File: src/rtl/req_capture.sv
// Request conditioning ahead of the 4-to-2 priority encoder: optional sync, per-bit debounce,
// rising-edge capture into sticky pending bits, ack clearing and miss tracking. Optional: `SYNC_EN.
module req_capture #(
  parameter int unsigned N         = 4,
  parameter int unsigned IW        = 2,
  parameter int unsigned DB_CYCLES = 3,
  parameter int unsigned CW        = 2
) (
  input  logic          clk,
  input  logic          rst,
  input  logic [N-1:0]  req_in,
  input  logic          ack,
  input  logic [IW-1:0] ack_idx,
  input  logic          miss_clr,
  output logic [N-1:0]  pend,
  output logic          any_pend,
  output logic [N-1:0]  miss
);

  localparam logic [CW-1:0] CNT_LAST = CW'(DB_CYCLES - 1);

  logic [N-1:0]  raw;
  logic [N-1:0]  stb;
  logic [N-1:0]  stb_d;
  logic [N-1:0]  rise;
  logic [N-1:0]  ack_hit;
  logic [CW-1:0] cnt [N];

`ifdef SYNC_EN
  // Two-flop synchroniser per request line
  logic [N-1:0] sync_q1;
  logic [N-1:0] sync_q2;

  always_ff @(posedge clk) begin
    if (rst) begin
      sync_q1 <= '0;
      sync_q2 <= '0;
    end else begin
      sync_q1 <= req_in;
      sync_q2 <= sync_q1;
    end
  end

  assign raw = sync_q2;
`else
  assign raw = req_in;
`endif

  // A changed level must hold DB_CYCLES consecutive edges; any bounce back restarts the count
  always_ff @(posedge clk) begin
    if (rst) begin
      stb <= '0;
      for (int i = 0; i < N; i++) cnt[i] <= '0;
    end else begin
      for (int i = 0; i < N; i++) begin
        if (raw[i] == stb[i]) begin
          cnt[i] <= '0;
        end else if (cnt[i] == CNT_LAST) begin
          stb[i] <= raw[i];
          cnt[i] <= '0;
        end else begin
          cnt[i] <= cnt[i] + CW'(1);
        end
      end
    end
  end

  // One-hot decode of the serviced index
  always_comb begin
    ack_hit = '0;
    for (int i = 0; i < N; i++) ack_hit[i] = ack && (ack_idx == IW'(i));
  end

  assign rise = stb & ~stb_d;

  // New edges win over a same-edge ack or miss_clr so nothing is dropped
  always_ff @(posedge clk) begin
    if (rst) begin
      stb_d <= '0;
      pend  <= '0;
      miss  <= '0;
    end else begin
      stb_d <= stb;
      pend  <= rise | (pend & ~ack_hit);
      miss  <= (rise & pend & ~ack_hit) | (miss & ~{N{miss_clr}});
    end
  end

  assign any_pend = |pend;

endmodule
File: config.mk
export PLATFORM = sky130hd
export DESIGN_NAME = req_capture
export DESIGN_NICKNAME = d
export VERILOG_FILES = /design/src/rtl/req_capture.sv
export SDC_FILE = /design/constraint.sdc
export NUM_CORES = 1
export LEC_CHECK = 0
export CAP_MARGIN = 40
export CORE_MARGIN = 2
export CORE_UTILIZATION = 54
export CTS_CLUSTER_DIAMETER = 150
export DETAILED_ROUTE_END_ITERATION = 16
export GPL_TIMING_DRIVEN = 0
export PLACE_DENSITY = 0.87
export SETUP_SLACK_MARGIN = 0.1
export SYNTH_ARGS = -nofsm -noshare
export SYNTH_HDL_FRONTEND = slang
export SYNTH_SLANG_ARGS = --single-unit
File: constraint.sdc
create_clock -name clk -period 3 [get_ports clk]
set_input_delay 0.3 -clock clk [delete_from_list [all_inputs] [get_ports clk]]
set_output_delay 0.3 -clock clk [all_outputs]
set_load 0.01 [all_outputs]
==> Word-level counts from Yosys, hierarchy flattened <==
Memories as Yosys holds them, arrays and structs flattened.
Index checks and enable logic that the tools add are counted.
{ "op_classes": {"n_addsub": 4, "n_bitwise": 26, "reduce_logical": 10, "mux": 58, "eq_ne": 11} }
{ "op_table": {"columns": ["operator", "count"], "rows": [
  ["$mux W1", 46],
  ["$mux W2", 12],
  ["$and A4 B4 Y4", 5],
  ["$eq A2 B2 Y1 const B", 6],
  ["$not A4 Y4", 3],
  ["$or A1 B1 Y1", 12],
  ["$add A2 B1 Y2 const B", 4],
  ["$or A4 B4 Y4", 2],
  ["$reduce_and A2 Y1", 4],
  ["$eq A1 B1 Y1", 4],
  ["$logic_and A1 B1 Y1", 4],
  ["$not A1 Y1", 4],
  ["$reduce_or A4 Y1", 1],
  ["$eq A2 B1 Y1 const B", 1],
  ["$logic_not A2 Y1", 1]
]} }
{ "totals": {"register_bits": 16, "input_bits": 10, "memories": 1, "ramBits": 8, "out_inout_bits": 9, "elab_cells": 117} }
{ "mem_list": {"columns": ["memory", "depth", "word_bits", "read_ports", "rd_ports_with_merged_regs", "wr", "line_no", "text"], "rows": [
  ["cnt", 4, 2, 4, 0, 4, "27", "logic [CW-1:0] cnt [N];"]
]} }

==> Logic depth before layout (Yosys ltp) <==
Gate-level depths: netlist of the first run.
{ "logic_depth": {"ltp_word": 7, "ltp_mapped": 4, "ltp_nobuf": 4} }

==> Worst setup path before layout of the first run <==
No wires, ideal clock.
{ "synth_path": {"path_kind": "register -> output", "startpoint": "register pend[2]", "endpoint": "output port any_pend", "path_buffers": 0, "arrival_time_ps": 902, "setup_slack_ps": 1798, "required_ps": 2700, "path_stages_with_launch": 2, "cell_sequence": "dfxtp_1 or4_1"} }
{ "synth_via": {"elab_chain_cells": 1} }
{ "synth_rtl": {"columns": ["element", "line_no", "text"], "rows": [
  ["from (decl)", "15", "output logic [N-1:0] pend,"],
  ["from (signal assigned)", "84", "pend <= rise | (pend & ~ack_hit);"],
  ["$reduce_or A4 Y1", "89", "assign any_pend = |pend;"],
  ["to (decl)", "16", "output logic any_pend,"]
]} }
Every way passes these cells.

==> Worst setup path after layout of the first run <==
{ "layout_path": {"startpoint": "register pend[1]", "endpoint": "output port any_pend"} }
Same word-level chain as after synthesis.

==> results of run 1 <==
## worst register-to-register path: cells and delay by family (launching register included)
family	cells	cell delay [ns]
DFF	1	0.42
and+or+nand+nor	1	0.31
adders and majority gates	1	0.23
buffers and inverters	1	0.07
## cell type report
type	count	share of cell area
Sequential cell	24	0.4267
Multi-Input combinational cell	61	0.3400
Timing Repair Buffer	17	0.1295
Buffer	3	0.02857
Tap cell	25	0.02381
Clock inverter	1	0.02286
Clock buffer	3	0.01714
Inverter	4	0.01143
## path summary, 6_finish.rpt
kind                                   to  slack, ns  cells after the start
worst min register to register    miss[1]       0.53                      2
worst max register to register  cnt[0][1]       1.79                      3
worst max-delay path             any_pend       1.05                      2
worst min-delay path              miss[1]       0.30                      3
## cells by family after synthesis
kind of cell             share of synthesized area
AND/OR/NAND/NOR                             0.2288
flip-flops                                  0.5424
AO/OA/AOI/OAI                              0.05327
buffers and inverters                      0.05084
adder cells (fa/ha/maj)                    0.04843
XOR/XNOR                                   0.03389
multiplexers                               0.03874
other                                     0.003628
## metrics by stage
| stage | utilization | total power, mW | instance area, um^2 | instances | setup slack (ns) |
|---|---|---|---|---|---|
| after floorplan | - | 0.4146 | 1060 | 92 | 1.798 |
| after global placement | 0.7149 | 0.4447 | 1261 | 134 | 1.415 |
| after detailed placement | 0.7149 | 0.4501 | 1261 | 134 | 1.388 |
| after CTS | 0.7447 | 0.6776 | 1314 | 138 | 1.028 |
| after global routing | 0.7447 | 0.7002 | 1314 | 138 | 0.9935 |
| final | 0.7447 | 0.6705 | 1314 | 138 | 1.049 |
## report_power, final
group          switching [mW]  total, mW  internal, mW  leakage (nW)
clock network          0.0927      0.228         0.135        0.0279
logic                  0.0364     0.0818        0.0454         0.267
registers             0.00906      0.361         0.352         0.212
total                   0.138      0.671         0.532         0.507
## state kept, by name, summed over array words and instances (netlist names)
name	count
pend	4
stb_d	4
cnt	8
miss	4
stb	4
## cells in the final DEF, fill, tap and decap left out
cell type / count
mux2i_1: 4
or3b_1: 4
nor4_2: 2
xnor2_1: 4
and2b_2: 4
and3b_1: 2
and3_1: 1
nor4_1: 6
or4_1: 1
o22ai_1: 4
buf_6: 2
nor2_1: 4
ha_1: 4
clkdlybuf4s50_1: 17
edfxtp_1: 8
buf_8: 1
clkbuf_4: 3
inv_1: 4
bufinv_16: 1
conb_1: 8
dfxtp_1: 16
nand2b_1: 8
nor3b_1: 1
o31ai_1: 4
## routing by layer
metal  track usage  vias up  wire length [um]
li1              -      357                 -
met1        0.2095      325               787
met2        0.3413       21               883
met3       0.03396        4                88
met4        0.1135        0                46
met5             0        -                 0
## synth_stat cells, drive strengths merged
cell	count
and2b	4
and3	1
and3b	2
buf	3
conb	1
dfxtp	16
edfxtp	8
ha	4
inv	4
mux2i	4
nand2b	8
nor2	4
nor3b	1
nor4	8
o22ai	4
o31ai	4
or3b	4
or4	1
xnor2	4
==> results.cfg, run 1 <==
[outcome]
status = finished, final reports clean

[layout]
area_growth_pct = 27.12
seqCellArea_um2 = 560.5
antenna_cells = 0
fin_nets = 128
n_fill_cell = 145
multi_input_area_um2 = 446.7
drive_gt1_frac = 0.1150

[detailed_routing]
ant_nets = 0
vias = 707
wl_um = 1806
dr.pass1.iters = 4
remaining_drc_errors = 0
drt-initial-drc-count = 11
wl_per_cell_um = 13.09
vias_per_cell = 5.123

[floorplanning]
die_y_um = 47.75
io_pins = 19
die-area_um2 = 2280
die_w_um = 47.75
start_util = 0.5858
rows = 15
coreArea_um2 = 1764

[clock_tree]
post_cts_buffers = 0
cts_max_level = 1
cts_tree = yes
cts_buffers = 3
clkTransAtPathRegs_ns = 0.13
cts_resized = 0
clockBufferDepth = 2
ctsHoldBuffers = 0
clock_sinks = 24
cts_root_buffer = clkbuf_4
clock_latency_ns = 0.31

[global_routing]
first_global_vias = 679
grt_max_degree = 15
grt_use_total = 0.1914
gr-total-overflow = 0
antenna_found_initial = 0
grt_pass1_wl_um = 2863

[timing]
rsz0062_at_grt = no
fin_crit_ns = 1.951
drv_slew = 0
hold_violations = 0
fmax_mhz = 512.6
fin_worst_skew_ns = 0.008540
finalSetupTns_ns = 0
final.period_utilization = 0.6503
setup_viol = 0
holdWs_ns = 0.2996

[critical_path]
cpMaxStageDelayCell = or4_1
cp-start-kind = register
slowest_delay_ns = 0.50
cp-startpoint = pend[1]
rr_startpoint = cnt[0][0]
crit_type = reg -> out
path_buf_inv = 1
crit_chain = or4_1 -> clkdlybuf4s50_1
cp_max_fo = 3
critPathArrivalTime_ns = 1.65
required_ns = 2.70
critical_path.endpoint_type = output pin
path_delay_family = simple AND/OR/NAND/NOR gates

[placement]
port_buffers = 17
gp_congestion = 0.7356
dp_hpwl_um = 1354

[synth]
yosysTopAreaCell = dfxtp_1
ys_ff_latch = 24
synthDistinctLibCells = 21
syn-cell-area_um2 = 1033
syn_inst = 85
seq_area_frac_synth = 0.5424
yosys.area.top_type_share = 0.3099
yosys-top-cells-area = dfxtp_1 31%, edfxtp_1 23%, ha_1 4.8%
synth.avg_cell_area_um2 = 12.16
synth_warnings = 0

[pwr]
power.leakage_nw = 0.5074
powerDensity_nw_per_um2 = 510.4
peakVddDrop_mv = 0.3794

[run]
drv_cap = 0

[hold_path]
worstHoldStart = rst
min_path_type = in -> reg
(Power assumes the default switching activity.)
==> inputs of run 2 (changes only) <==
--- a/config.mk
+++ b/config.mk
@@ -7,11 +7,11 @@
 export LEC_CHECK = 0
 export CAP_MARGIN = 40
 export CORE_MARGIN = 2
-export CORE_UTILIZATION = 54
+export CORE_UTILIZATION = 50
 export CTS_CLUSTER_DIAMETER = 150
 export DETAILED_ROUTE_END_ITERATION = 16
 export GPL_TIMING_DRIVEN = 0
-export PLACE_DENSITY = 0.87
+export PLACE_DENSITY = 0.82
 export SETUP_SLACK_MARGIN = 0.1
 export SYNTH_ARGS = -nofsm -noshare
 export SYNTH_HDL_FRONTEND = slang
==> constraint.sdc (replaced) <==
create_clock -name clk -period 1.85 [get_ports clk]
set_input_delay 0.185 -clock clk [delete_from_list [all_inputs] [get_ports clk]]
set_output_delay 0.185 -clock clk [all_outputs]
set_load 0.01 [all_outputs]
==> run 2 against run 1 <==
Against the previous run:
- count of clock-buffer cells in the layout is 1 higher
- first-iteration DRC count decreased by 55%
- critical path type unchanged
- cell count up 1.4%
- global-route usage down 3.2 points
- clock skew shrank 0.0042 ns
- worst setup slack worse by 0.85 ns
- register-to-register slack got worse by 1.1 ns
- core utilization decreased by 8.8 points
- die area increased by 7.3%
- clock power about the same
- sequential cell count stayed put
- largest cell class unchanged
- wire length fell by 5.8%
==> results.cfg, run 2 (synthesized netlist as in run 1, its figures left out) <==
[outcome]
status = finished, final reports clean

[detailed_routing]
wl_um = 1702
dr.pass1.iters = 2
vias = 703
remaining_drc_errors = 0
ant_nets = 0
drt-initial-drc-count = 5
vias_per_cell = 5.021
wl_per_cell_um = 12.16

[run]
drv_cap = 0

[clock_tree]
clkTransAtPathRegs_ns = 0.12
cts_resized = 1
ctsHoldBuffers = 0
clock_latency_ns = 0.30
cts_tree = yes
cts_max_level = 1
cts_root_buffer = clkbuf_4
clock_sinks = 24
cts_buffers = 3
post_cts_buffers = 0
clockBufferDepth = 2

[pwr]
clkPwrFrac = 0.241
internal_power_uw = 725.0
powerDensity_nw_per_um2 = 728.5
pwr-share-seq = 0.624
peakVddDrop_mv = 0.3818
power_uw = 938.8
switchingPower_uw = 213.8
p_comb_frac = 0.135
swShare = 0.2278
power.leakage_nw = 0.4974

[global_routing]
first_global_vias = 660
antenna_found_initial = 0
grt_use_total = 0.1597
grt_pass1_wl_um = 2980
grt_max_degree = 14
gr-total-overflow = 0

[floorplanning]
io_pins = 19
rows = 16
die-area_um2 = 2447
die_w_um = 49.47
coreArea_um2 = 1962
die_y_um = 49.47
start_util = 0.5268

[critical_path]
crit_chain = or4_1 -> dlygate4sd2_1
cpMaxStageDelayCell = or4_1
required_ns = 1.66
crit_type = reg -> out
slowest_delay_ns = 0.52
rrSetupSlack_ns = 0.69
cp-start-kind = register
reg2reg_depth = 3
critPathArrivalTime_ns = 1.46
rr_startpoint = cnt[3][0]
critical_path.endpoint_type = output pin
cp_max_fo = 3
timing.rr.end = cnt[3][1]

[placement]
dpl_cell_area_um2 = 1264
gp_congestion = 0.7161
dp_hpwl_um = 1333
port_buffers = 17

[timing]
holdWs_ns = 0.1999
finalSetupTns_ns = 0
drv_slew = 0
hold_violations = 0
rsz0062_at_grt = no
fmax_mhz = 606.7
fin_crit_ns = 1.648
setup_viol = 0
fin_worst_skew_ns = 0.004346
final.period_utilization = 0.8910

[layout]
regMostFlops = cnt
area_growth_pct = 24.70
antenna_cells = 0
drive_gt1_frac = 0.1062
design_area_um2 = 1289
final_cell_mix = 16 x clkdlybuf4s50_1, 16 x dfxtp_1, 8 x nand2b_1, 8 x edfxtp_1, 8 x conb_1
final_util = 0.6569
largest_register_ff_count = 8
fin_nets = 128

[hold_path]
min_path_type = in -> reg
worstHoldStart = rst
hold_end = miss[3]
hold_path_depth = 3
==> run 2: worst max path at each step <==
| stage | depth (start not counted) | from | to | slack, ns |
|---|---|---|---|---|
| 2_1_floorplan | 1 | pend[2] | any_pend | 0.76 |
| 3_3_place_gp | 2 | pend[2] | any_pend | 0.38 |
| 3_5_place_dp | 2 | pend[2] | any_pend | 0.35 |
| 4_1_cts | 2 | pend[2] | any_pend | 0.19 |
| 5_1_grt | 2 | pend[2] | any_pend | 0.12 |
| 6_report | 2 | pend[2] | any_pend | 0.20 |
==> run 2: cell type report <==
cell class / instances / area (um^2)
Multi-Input combinational cell: 61 / 446.7
Inverter: 4 / 15.01
Buffer: 3 / 37.54
Tap cell: 27 / 33.78
Fill cell: 171 / 673.1
Clock buffer: 4 / 26.28
Sequential cell: 24 / 560.5
Timing Repair Buffer: 17 / 168.9
==> run 2: critical path, delay by kind of cell (launching register included) <==
kind	cells	cell delay (ns)
flip-flops	1	0.34
buffers and inverters	1	0.30
AND/OR/NAND/NOR	1	0.52
==> run 2: stage by stage <==
stage | std cells | setup WS [ns]
finish | 140 | 0.2017
global placement | 136 | 0.3786
detailed placement | 136 | 0.3519
CTS | 140 | 0.1872
global route | 140 | 0.1208
floorplan | 92 | 0.7628
==> run 2: power groups by stage <==
stage          sequential [mW]  clock, mW  combinational [mW]
6_report                 0.585      0.227               0.127
5_1_grt                  0.589      0.259               0.141
4_1_cts                  0.585      0.237               0.129
3_5_place_dp             0.597          0               0.131
3_3_place_gp             0.595          0               0.126
2_1_floorplan            0.596          0              0.0763
==> run 2: layer usage <==
layer / global-route usage / vias up / wire (um)
li1: - / 363 / -
met1: 0.2008 / 324 / 832
met2: 0.2703 / 16 / 793
met3: 0.03636 / 0 / 76
met4: 0.05556 / 0 / 0
met5: 0 / - / 0
